$ cat src/rtl/jtag_pkg.sv
`default_nettype none
// ============================================================================
// Module      : jtag_pkg
// Description : Shared FSM states and TMS sequences for the JTAG master.
// Revision    : 1.0 - initial release
// ============================================================================
package jtag_pkg;

    typedef enum logic [2:0] {
        IDLE    = 3'd0,
        RST_SEQ = 3'd1,
        HEADER  = 3'd2,
        SHIFT   = 3'd3,
        TRAILER = 3'd4,
        FINISH  = 3'd5
    } state_t;

    // TMS sequences, LSB driven first
    localparam logic [5:0] c_rst_tms     = 6'b011111;
    localparam logic [2:0] c_dr_hdr      = 3'b001;
    localparam logic [3:0] c_ir_hdr      = 4'b0011;
    localparam int         c_rst_len     = 6;
    localparam int         c_dr_hdr_len  = 3;
    localparam int         c_ir_hdr_len  = 4;
    localparam int         c_trailer_len = 2;

    function automatic logic [5:0] tms_pattern(input logic tap_reset, input logic is_ir);
        if (tap_reset)
            return c_rst_tms;
        else if (is_ir)
            return {2'b00, c_ir_hdr};
        else
            return {3'b000, c_dr_hdr};
    endfunction

    function automatic int pattern_len(input logic tap_reset, input logic is_ir);
        if (tap_reset)
            return c_rst_len;
        else if (is_ir)
            return c_ir_hdr_len;
        else
            return c_dr_hdr_len;
    endfunction

endpackage
`default_nettype wire

$ cat src/rtl/jtag_master_if.sv
`default_nettype none
// ============================================================================
// Module      : jtag_master_if
// Description : Command bus plus 4-wire JTAG pins of the JTAG master.
// Revision    : 1.0 - initial release
// ============================================================================
interface jtag_master_if #(
    parameter int MAX_LEN = 22,
    parameter int LEN_W   = 5
);
    logic               start;
    logic               tap_reset;
    logic               is_ir;
    logic [LEN_W-1:0]   len;
    logic [MAX_LEN-1:0] shift_in;
    logic               busy;
    logic               done;
    logic               err;
    logic [MAX_LEN-1:0] shift_out;
    logic               TCK;
    logic               TMS;
    logic               TDI;
    logic               TDO;

    modport master (
        input  start, tap_reset, is_ir, len, shift_in, TDO,
        output busy, done, err, shift_out, TCK, TMS, TDI
    );

    modport slave (
        output start, tap_reset, is_ir, len, shift_in, TDO,
        input  busy, done, err, shift_out, TCK, TMS, TDI
    );
endinterface
`default_nettype wire

$ cat src/rtl/jtag_master_tck_gen.sv
`default_nettype none
// ============================================================================
// Module      : tck_gen
// Description : TCK divider; low phase first, strobes mark the edge-making cycle.
// Revision    : 1.0 - initial release
// ============================================================================
module tck_gen #(
    parameter int CLK_DIV = 4
) (
    input  wire logic clk,
    input  wire logic reset,
    input  wire logic i_en,
    output logic      o_tck,
    output logic      o_rise_en,
    output logic      o_fall_en
);
    localparam int                 c_cnt_w   = (CLK_DIV > 1) ? $clog2(CLK_DIV) : 1;
    localparam logic [c_cnt_w-1:0] c_cnt_max = c_cnt_w'(CLK_DIV - 1);

    logic [c_cnt_w-1:0] r_cnt;
    logic               r_tck;
    logic               w_phase_end;

    assign w_phase_end = i_en && (r_cnt == c_cnt_max);
    assign o_rise_en   = w_phase_end && !r_tck;
    assign o_fall_en   = w_phase_end && r_tck;
    assign o_tck       = r_tck;

    always_ff @(posedge clk or posedge reset) begin
        if (reset) begin
            r_cnt <= '0;
            r_tck <= 1'b0;
        end else if (!i_en) begin
            r_cnt <= '0;
            r_tck <= 1'b0;
        end else if (w_phase_end) begin
            r_cnt <= '0;
            r_tck <= ~r_tck;
        end else begin
            r_cnt <= r_cnt + 1'b1;
        end
    end
endmodule
`default_nettype wire

$ cat src/rtl/jtag_master.sv
`default_nettype none
// ============================================================================
// Module      : jtag_master
// Description : Command-driven JTAG bit-banger: TAP reset, IR scan, DR scan.
// Revision    : 1.0 - initial release
// ============================================================================
module jtag_master #(
    parameter int MAX_LEN = 22,
    parameter int LEN_W   = 5,
    parameter int CLK_DIV = 4
) (
    input wire logic      clk,
    input wire logic      reset,
    jtag_master_if.master jtag
);
    import jtag_pkg::*;

    state_t             r_state, w_state_nxt;
    logic [LEN_W-1:0]   r_bit, w_bit_nxt, r_len, w_len_nxt;
    logic               r_is_ir, w_is_ir_nxt, r_err, w_err_nxt;
    logic               r_tms, w_tms_nxt, r_tdi, w_tdi_nxt;
    logic [5:0]         r_pat, w_pat_nxt;
    logic [MAX_LEN-1:0] r_sin, w_sin_nxt, r_sout, w_sout_nxt;
    logic               w_busy, w_tck, w_rise_en, w_fall_en;
    logic               w_len_bad, w_bit_last, w_pat_last;
    logic [LEN_W-1:0]   w_bit_inc, w_len_m1;

    assign w_busy = (r_state == RST_SEQ) || (r_state == HEADER) ||
                    (r_state == SHIFT)   || (r_state == TRAILER);

    tck_gen #(.CLK_DIV(CLK_DIV)) u_tck_gen (
        .clk       (clk),
        .reset     (reset),
        .i_en      (w_busy),
        .o_tck     (w_tck),
        .o_rise_en (w_rise_en),
        .o_fall_en (w_fall_en)
    );

    assign w_len_bad  = (jtag.len == '0) || (32'(jtag.len) > MAX_LEN);
    assign w_bit_inc  = r_bit + 1'b1;
    assign w_len_m1   = r_len - 1'b1;
    assign w_bit_last = (r_bit == w_len_m1);
    assign w_pat_last = (r_bit == LEN_W'(pattern_len(r_state == RST_SEQ, r_is_ir) - 1));

    always_comb begin
        w_state_nxt = r_state;
        w_bit_nxt   = r_bit;
        w_len_nxt   = r_len;
        w_is_ir_nxt = r_is_ir;
        w_err_nxt   = r_err;
        w_tms_nxt   = r_tms;
        w_tdi_nxt   = r_tdi;
        w_pat_nxt   = r_pat;
        w_sin_nxt   = r_sin;
        w_sout_nxt  = r_sout;

        case (r_state)
            IDLE, FINISH: begin
                w_state_nxt = IDLE;
                if (jtag.start) begin
                    w_bit_nxt = '0;
                    if (!jtag.tap_reset && w_len_bad) begin
                        // rejected scan: done+err next cycle, outputs untouched
                        w_state_nxt = FINISH;
                        w_err_nxt   = 1'b1;
                    end else begin
                        w_state_nxt = jtag.tap_reset ? RST_SEQ : HEADER;
                        w_err_nxt   = 1'b0;
                        w_is_ir_nxt = jtag.is_ir;
                        w_len_nxt   = jtag.len;
                        w_sin_nxt   = jtag.shift_in;
                        w_sout_nxt  = '0;
                        w_pat_nxt   = tms_pattern(jtag.tap_reset, jtag.is_ir);
                        w_tms_nxt   = w_pat_nxt[0];
                        w_tdi_nxt   = 1'b0;
                    end
                end
            end
            RST_SEQ, HEADER: begin
                if (w_fall_en) begin
                    if (!w_pat_last) begin
                        w_bit_nxt = w_bit_inc;
                        w_tms_nxt = r_pat[1];
                        w_pat_nxt = r_pat >> 1;
                    end else if (r_state == RST_SEQ) begin
                        w_state_nxt = FINISH;
                    end else begin
                        w_state_nxt = SHIFT;
                        w_bit_nxt   = '0;
                        w_tms_nxt   = (w_len_m1 == '0);
                        w_tdi_nxt   = r_sin[0];
                        w_sin_nxt   = r_sin >> 1;
                    end
                end
            end
            SHIFT: begin
                if (w_rise_en) begin
                    w_sout_nxt[r_bit] = jtag.TDO;
                end
                if (w_fall_en) begin
                    if (w_bit_last) begin
                        w_state_nxt = TRAILER;
                        w_bit_nxt   = '0;
                        w_tms_nxt   = 1'b1;
                        w_tdi_nxt   = 1'b0;
                    end else begin
                        w_bit_nxt = w_bit_inc;
                        w_tms_nxt = (w_bit_inc == w_len_m1);
                        w_tdi_nxt = r_sin[0];
                        w_sin_nxt = r_sin >> 1;
                    end
                end
            end
            TRAILER: begin
                if (w_fall_en) begin
                    w_tms_nxt = 1'b0;
                    if (r_bit == LEN_W'(c_trailer_len - 1))
                        w_state_nxt = FINISH;
                    else
                        w_bit_nxt = w_bit_inc;
                end
            end
            default: w_state_nxt = IDLE;
        endcase
    end

    always_ff @(posedge clk or posedge reset) begin
        if (reset) begin
            r_state <= IDLE;
            r_bit   <= '0;
            r_len   <= '0;
            r_is_ir <= 1'b0;
            r_err   <= 1'b0;
            r_tms   <= 1'b1;
            r_tdi   <= 1'b0;
            r_pat   <= '0;
            r_sin   <= '0;
            r_sout  <= '0;
        end else begin
            r_state <= w_state_nxt;
            r_bit   <= w_bit_nxt;
            r_len   <= w_len_nxt;
            r_is_ir <= w_is_ir_nxt;
            r_err   <= w_err_nxt;
            r_tms   <= w_tms_nxt;
            r_tdi   <= w_tdi_nxt;
            r_pat   <= w_pat_nxt;
            r_sin   <= w_sin_nxt;
            r_sout  <= w_sout_nxt;
        end
    end

    assign jtag.busy      = w_busy;
    assign jtag.done      = (r_state == FINISH);
    assign jtag.err       = (r_state == FINISH) && r_err;
    assign jtag.shift_out = r_sout;
    assign jtag.TCK       = w_tck;
    assign jtag.TMS       = r_tms;
    assign jtag.TDI       = r_tdi;
endmodule
`default_nettype wire

$ cat src/flat_wrapper.sv
// flat-port wrapper written by rule: the top's interface ports become plain ports
module jtag_master_flat import jtag_pkg::*;
#(
    parameter int MAX_LEN = 22,
    parameter int LEN_W   = 5,
    parameter int CLK_DIV = 4
)
  (clk, reset, jtag_start, jtag_tap_reset, jtag_is_ir, jtag_len, jtag_shift_in, jtag_TDO, jtag_busy, jtag_done, jtag_err, jtag_shift_out, jtag_TCK, jtag_TMS, jtag_TDI);
  jtag_master_if #(.MAX_LEN(MAX_LEN), .LEN_W(LEN_W)) jtag_i ();
  input wire logic clk;
  input wire logic reset;
  input wire logic [$bits(jtag_i.start)-1:0] jtag_start;
  input wire logic [$bits(jtag_i.tap_reset)-1:0] jtag_tap_reset;
  input wire logic [$bits(jtag_i.is_ir)-1:0] jtag_is_ir;
  input wire logic [$bits(jtag_i.len)-1:0] jtag_len;
  input wire logic [$bits(jtag_i.shift_in)-1:0] jtag_shift_in;
  input wire logic [$bits(jtag_i.TDO)-1:0] jtag_TDO;
  output wire logic [$bits(jtag_i.busy)-1:0] jtag_busy;
  output wire logic [$bits(jtag_i.done)-1:0] jtag_done;
  output wire logic [$bits(jtag_i.err)-1:0] jtag_err;
  output wire logic [$bits(jtag_i.shift_out)-1:0] jtag_shift_out;
  output wire logic [$bits(jtag_i.TCK)-1:0] jtag_TCK;
  output wire logic [$bits(jtag_i.TMS)-1:0] jtag_TMS;
  output wire logic [$bits(jtag_i.TDI)-1:0] jtag_TDI;
  assign jtag_i.start = jtag_start;
  assign jtag_i.tap_reset = jtag_tap_reset;
  assign jtag_i.is_ir = jtag_is_ir;
  assign jtag_i.len = jtag_len;
  assign jtag_i.shift_in = jtag_shift_in;
  assign jtag_i.TDO = jtag_TDO;
  assign jtag_busy = jtag_i.busy;
  assign jtag_done = jtag_i.done;
  assign jtag_err = jtag_i.err;
  assign jtag_shift_out = jtag_i.shift_out;
  assign jtag_TCK = jtag_i.TCK;
  assign jtag_TMS = jtag_i.TMS;
  assign jtag_TDI = jtag_i.TDI;
  jtag_master #(.MAX_LEN(MAX_LEN), .LEN_W(LEN_W), .CLK_DIV(CLK_DIV)) u_core (.clk(clk), .reset(reset), .jtag(jtag_i));
endmodule
$ cat config.mk
export PLATFORM = sky130hd
export DESIGN_NAME = jtag_master_flat
export DESIGN_NICKNAME = d
export VERILOG_FILES = /design/src/rtl/jtag_pkg.sv /design/src/rtl/jtag_master_if.sv /design/src/rtl/jtag_master_tck_gen.sv /design/src/rtl/jtag_master.sv /design/src/flat_wrapper.sv
export SDC_FILE = /design/constraint.sdc
export NUM_CORES = 1
export LEC_CHECK = 0
export BUFFER_PORTS_ARGS = -buffer_cell sky130_fd_sc_hd__buf_2
export CORE_MARGIN = 2
export CORE_UTILIZATION = 30
export CTS_CLUSTER_SIZE = 30
export DETAILED_ROUTE_END_ITERATION = 16
export PLACE_DENSITY = 0.44
export REMOVE_ABC_BUFFERS = 1
export SLEW_MARGIN = 20
export SYNTH_ARGS = -nofsm -noshare
export SYNTH_HDL_FRONTEND = slang
export SYNTH_HIERARCHICAL = 1
export SYNTH_SLANG_ARGS = --single-unit
$ cat constraint.sdc
create_clock -name clk -period 6.8 [get_ports clk]
set_input_delay 1.36 -clock clk [delete_from_list [all_inputs] [get_ports clk]]
set_output_delay 1.36 -clock clk [all_outputs]
set_load 0.05 [all_outputs]
* Word-level counts from Yosys, hierarchy flattened
Index checks and enable logic that the tools add are counted.
Operators by class: $add $sub $neg 4, $lt $le $gt $ge 3, equal/unequal tests 25, multiplexer cells 66, bitwise logic cells 2, reductions and logical operators 30
Operators by type and width (count):
- $mux W22 | 10
- $pmux W22 S3 | 1
- $pmux W22 S2 | 1
- $mux W5 | 8
- $mux W3 | 11
- $mux W6 | 5
- $bwmux W22 | 1
- $ne A2 B2 Y1 const B | 11
- $reduce_and A7 Y1 | 3
- $pmux W5 S4 | 1
- $mux W1 | 19
- $eq A5 B5 Y1 | 3
- $pmux W3 S4 | 1
- $pmux W6 S2 | 1
- $logic_not A5 Y1 | 2
- $mux W2 | 4
- $reduce_and A8 Y1 | 1
- $eq A3 B2 Y1 const B | 2
- $eq A3 B3 Y1 const B | 2
- $logic_and A1 B1 Y1 | 6
- $lt A5 B6 Y1 const B | 1
- $ne A2 B1 Y1 const B | 3
- $reduce_and A6 Y1 | 1
- $add A5 B1 Y5 const B | 1
- 24 further kinds | 31
Word-level totals: register bits 70, input port bits 33, output and inout port bits 28, logic and storage cells 142

* Logic depth before layout (Yosys ltp)
word-level depth 8, gate-level depth with buffers 11, gate-level depth less buffers 9

* Modules after synthesis
The synthesis kept the hierarchy.
By module, submodules not included:
- jtag_master | instances 1, cells an instance 402, area an instance 3754.9 µm², sequential area each 1627.8 µm²
- tck_gen | instances 1, cells an instance 12, area an instance 138.9 µm², sequential area each 75.1 µm²

* Worst setup path after synthesis
No wires, ideal clock.
kind flip-flop to output port, start register u_core.r_state[0], end output port jtag_err, arrival 2.015 ns, data required time 5.440 ns, setup slack 3.425 ns, cell stages (with the launch flop) 5, path buffers 1, path through dfrtp_1 clkbuf_1 nand2_1 nor2_1 and2_1
Between the ends: longest elaborated chain between the ends 2
Ends and longest elaborated chain:
- start: declaration | RTL line jtag_master.sv:18 | state_t r_state, w_state_nxt;
- start signal: assignment | RTL line jtag_master.sv:141 | r_state <= w_state_nxt;
- $eq A3 B3 Y1
- named net jtag_done | RTL line flat_wrapper.sv:19 | output wire logic [$bits(jtag_i.done)-1:0] jtag_done;
- $logic_and A1 B1 Y1 | RTL line jtag_master.sv:156 | assign jtag.err = (r_state == FINISH) && r_err;
- end: declaration | RTL line flat_wrapper.sv:20 | output wire logic [$bits(jtag_i.err)-1:0] jtag_err;
The timed path passes the listed nets, and every way through them passes these cells.

* Worst setup path in the final report
start register u_core.r_state[1], end output port jtag_busy
Between the ends: longest elaborated chain between the ends 4, elaborated cells between the ends (all ways) 7, classes of those cells 4 x eq/ne; 3 x reduce/logical
Ends and longest elaborated chain:
- $eq A3 B1 Y1 / $eq A3 B2 Y1 (equally long branches) | RTL line jtag_master.sv:28 | assign w_busy = (r_state == RST_SEQ) || (r_state == HEADER) ||
- $logic_or A1 B1 Y1 (2 in a row) | RTL line jtag_master.sv:28
- $logic_or A1 B1 Y1 * | RTL line jtag_master.sv:29 | (r_state == SHIFT) || (r_state == TRAILER);
- end: declaration | RTL line flat_wrapper.sv:18 | output wire logic [$bits(jtag_i.busy)-1:0] jtag_busy;
Every way passes the cells marked *; elsewhere a longest branch is shown, timed or not.

==> load_flow_metrics.sql <==
INSERT INTO impl_metrics (metric_group, metric, value, unit) VALUES
('synthesis', 'synthDominantCellAreaShare', '43.1', '%'),
('clock_network', 'clkLatencyLatePin', '0.34', 'ns'),
('power_and_ir_drop', 'reported_leakage_power', '2.16', 'nW'),
('die', 'floorplan.initialDensity', '30.7', '%'),
('sta', 'fmaxAchievable', '286', 'MHz'),
('grt', 'globalRoute.totalOverflow', '0', ''),
('power_and_ir_drop', 'cellPowerDensity', '487', 'nW/um^2'),
('placed_design', 'port-buffer-count', '60', ''),
('sta', 'layout_worst_path_cycle_share', '51.5', '%'),
('sta', 'final_hold_viol_count', '0', ''),
('setup_path', 'critPathCaptureType', 'output port', ''),
('die', 'fp.dieW', '118', 'um'),
('status', 'outcome', 'completed', ''),
('detailed_routing', 'drc', '0', ''),
('sta', 'setup_skew_after_layout', '0.00706', 'ns'),
('placed_design', 'pre_cts_ws', '3.23', 'ns'),
('grt', 'antenna_found_initial', '0', ''),
('finish', 'flow.area_growth_from_synthesis', '18.8', '%'),
('synthesis', 'synth_flop_cell', 'dfrtp_1', ''),
('sta', 'whs', '0.439', 'ns'),
('synthesis', 'synthTopCellsByArea', 'dfrtp_1 43%, o21ai_1 6.7%, mux2i_1 5.4%', ''),
('power_and_ir_drop', 'clockPowerShare', '20.8', '%'),
('synthesis', 'synth_warnings', '6', ''),
('placed_design', 'hpwlAfterDp', '6.51', 'mm'),
('grt', 'grt_met3_use', '3.88', '%'),
('power_and_ir_drop', 'share_seq_of_total_power', '30.4', '%'),
('sta', 'fin_tns_setup', '0', 'ns'),
('synthesis', 'synth_enable_flop_cells', '0', ''),
('setup_path', 'path_max_fanout', '21', ''),
('die', 'placeableCoreArea', '12700', 'um^2'),
('synthesis', 'synthCells', '414', ''),
('power_and_ir_drop', 'switching_share', '43.5', '%'),
('clock_network', 'cts.path.max_buffers', '2', ''),
('setup_path', 'critPathRequiredTime', '5.44', 'ns'),
('setup_path', 'cp_data_arrival_time', '2.14', 'ns'),
('sta', 'tightestPinTransition', '0.856', 'ns'),
('die', 'fp.dieArea', '13900', 'um^2'),
('sta', 'final-max-slew-violation-count', '0', ''),
('grt', 'grt_first_pass_wirelength', '15.9', 'mm'),
('grt', 'grtUsageMet1', '19.5', '%'),
('power_and_ir_drop', 'switching_power', '0.980', 'mW'),
('finish', 'fillCellCount', '1320', ''),
('clock_network', 'ctsHoldBuffers', '0', ''),
('clock_network', 'worst_setup_hold_path_clk_slew', '0.05', 'ns'),
('die', 'ios', '61', ''),
('sta', 'setup_viols_final', '0', ''),
('die', 'rows', '41', ''),
('clock_network', 'htreeDepth', '3', ''),
('finish', 'final_layout_size_suffix_gt1_share', '21.6', '%'),
('die', 'die_h', '118', 'um'),
('synthesis', 'synth_area_per_cell', '9.41', 'um^2'),
('synthesis', 'synth_sequential_area_ratio', '43.7', '%'),
('detailed_routing', 'initialDrtViolationCount', '147', ''),
('clock_network', 'tritoncts', 'built', ''),
('finish', 'final_nets', '504', ''),
('detailed_routing', 'dr_total_vias', '3110', ''),
('synthesis', 'synth.cell_area', '3890', 'um^2'),
('detailed_routing', 'drt-vias-per-instance', '4.86', ''),
('power_and_ir_drop', 'power_report.internal_total', '1.27', 'mW'),
('synthesis', 'yosys_register_bits', '68', ''),
('clock_network', 'buffers_inserted_by_post_cts_timing_repair', '0', ''),
('setup_path', 'critPathLaunchType', 'flop', ''),
('setup_path', 'worst_case_reg_to_reg_path_depth', '9', ''),
('power_and_ir_drop', 'power.combinational.fraction', '48.8', '%'),
('grt', 'gr-max-usage-layer', 'met2', ''),
('sta', 'post_layout_worst_setup_margin', '3.30', 'ns'),
('placed_design', 'finalWeightedCongestion', '0.789', ''),
('grt', 'grt_pass1_vias', '3122', ''),
('job', 'max_cap_violations', '0', ''),
('clock_network', 'cts.root.buffer_cell', 'clkbuf_16', ''),
('grt', 'global_route.usage.met2', '21.3', '%');
## Yosys cell counts, types with 2 or more instances
cell,instances
a31oi_1,2
xor2_1,8
a2111oi_0,2
and3b_1,2
a211oi_2,2
inv_1,10
a41o_1,2
buf_2,10
ha_1,8
nand3b_1,4
mux2i_1,21
o31ai_1,2
buf_4,3
mux2_1,3
a21o_1,2
o21ai_1,52
nor2_1,11
a21oi_1,30
o21bai_1,2
xnor2_1,11
nor3b_1,6
and2_1,6
mux2_2,6
nand2b_1,2
nand2_1,54
clkbuf_1,11
nor3_1,5
nand3_1,4
dfrtp_1,67
nor2b_1,2
o21ai_0,32
o2bb2ai_1,2
## power by group through the flow
stage / registers, mW / logic [mW] / clock network, mW
global placement: 0.691 / 1.07 / 0
floorplan: 0.673 / 0.837 / 0
detailed placement: 0.692 / 1.08 / 0
global route: 0.711 / 1.24 / 0.507
finish: 0.684 / 1.10 / 0.469
CTS: 0.687 / 1.08 / 0.484
## state kept, by name, indices dropped and copies added, names as in the netlist, 2 cells and up
register and count:
u_core/u_tck_gen/r_cnt 2, u_core/jtag.shift_out 22, u_core/r_len 5, u_core/r_bit 5, u_core/r_sin 22, u_core/r_pat 4, u_core/r_state 3
## critical path, cell delays in order, from the launching register on
cell and delay (ns):
dfrtp_1 0.78, nor2_1 0.16, xnor2_1 0.49, buf_2 0.37
## final timing paths
check                                          startpoint                   endpoint  slack [ns]
worst min register to register  u_core/u_tck_gen/r_cnt[0]  u_core/u_tck_gen/r_cnt[0]        0.44
worst max register to register          u_core/r_state[1]            u_core/r_bit[3]        3.74
min in group asynchronous                           reset  u_core/u_tck_gen/r_cnt[0]        0.90
max in group asynchronous                           reset   u_core/jtag.shift_out[7]        4.95
worst min-delay path            u_core/u_tck_gen/r_cnt[0]  u_core/u_tck_gen/r_cnt[0]        0.44
worst max-delay path                    u_core/r_state[1]                  jtag_busy        3.30
## final cells by class
class	instances	area, um^2	area share (%)
inverter	10	37.5	0.811
clock buffer	12	246	5.33
sequential	68	1700	36.8
timing repair buffer	63	343	7.41
clock inverter	4	48.8	1.05
tap	172	215	4.65
multi-input combinational	311	2030	43.9
## cells in the final DEF (no fill, tap or decap), drive strengths merged, types with 8 or more instances in the layout
| cell | Yosys | routed |
|---|---|---|
| nand2 | 54 | 54 |
| mux2 | 9 | 9 |
| inv | 10 | 10 |
| clkbuf | 11 | 12 |
| nor2 | 11 | 11 |
| xnor2 | 11 | 11 |
| o21ai | 84 | 84 |
| xor2 | 8 | 8 |
| mux2i | 22 | 22 |
| buf | 14 | 63 |
| a21oi | 30 | 30 |
| dfrtp | 67 | 67 |
| ha | 8 | 8 |
## stage by stage
step	total power, mW	instances	instance area (um^2)	utilization (%)
2_1_floorplan	1.51	389	3770	-
3_3_place_gp	1.76	623	4300	34.0
3_5_place_dp	1.77	623	4300	34.0
4_1_cts	2.26	639	4600	36.3
5_1_grt	2.45	640	4630	36.5
6_report	2.25	640	4630	36.5
## routing by layer
layer	routed length, um	share of wire [%]
met1	4460	47
met2	4240	45
met3	482	5.1
met4	208	2.2
met5	0	0
## cells by family (layout without fill, tap and decap cells)
group	count (synthesis)	count (layout)	synth area share (%)
fa+ha+maj	8	8	2.57
xor+xnor	19	19	4.27
simple gates	110	110	14.5
compound gates	143	143	22.4
buf+inv	35	89	4.18
flops	68	68	43.7
mux	31	31	8.35
No activity file was read; power rests on OpenSTA's default activity.
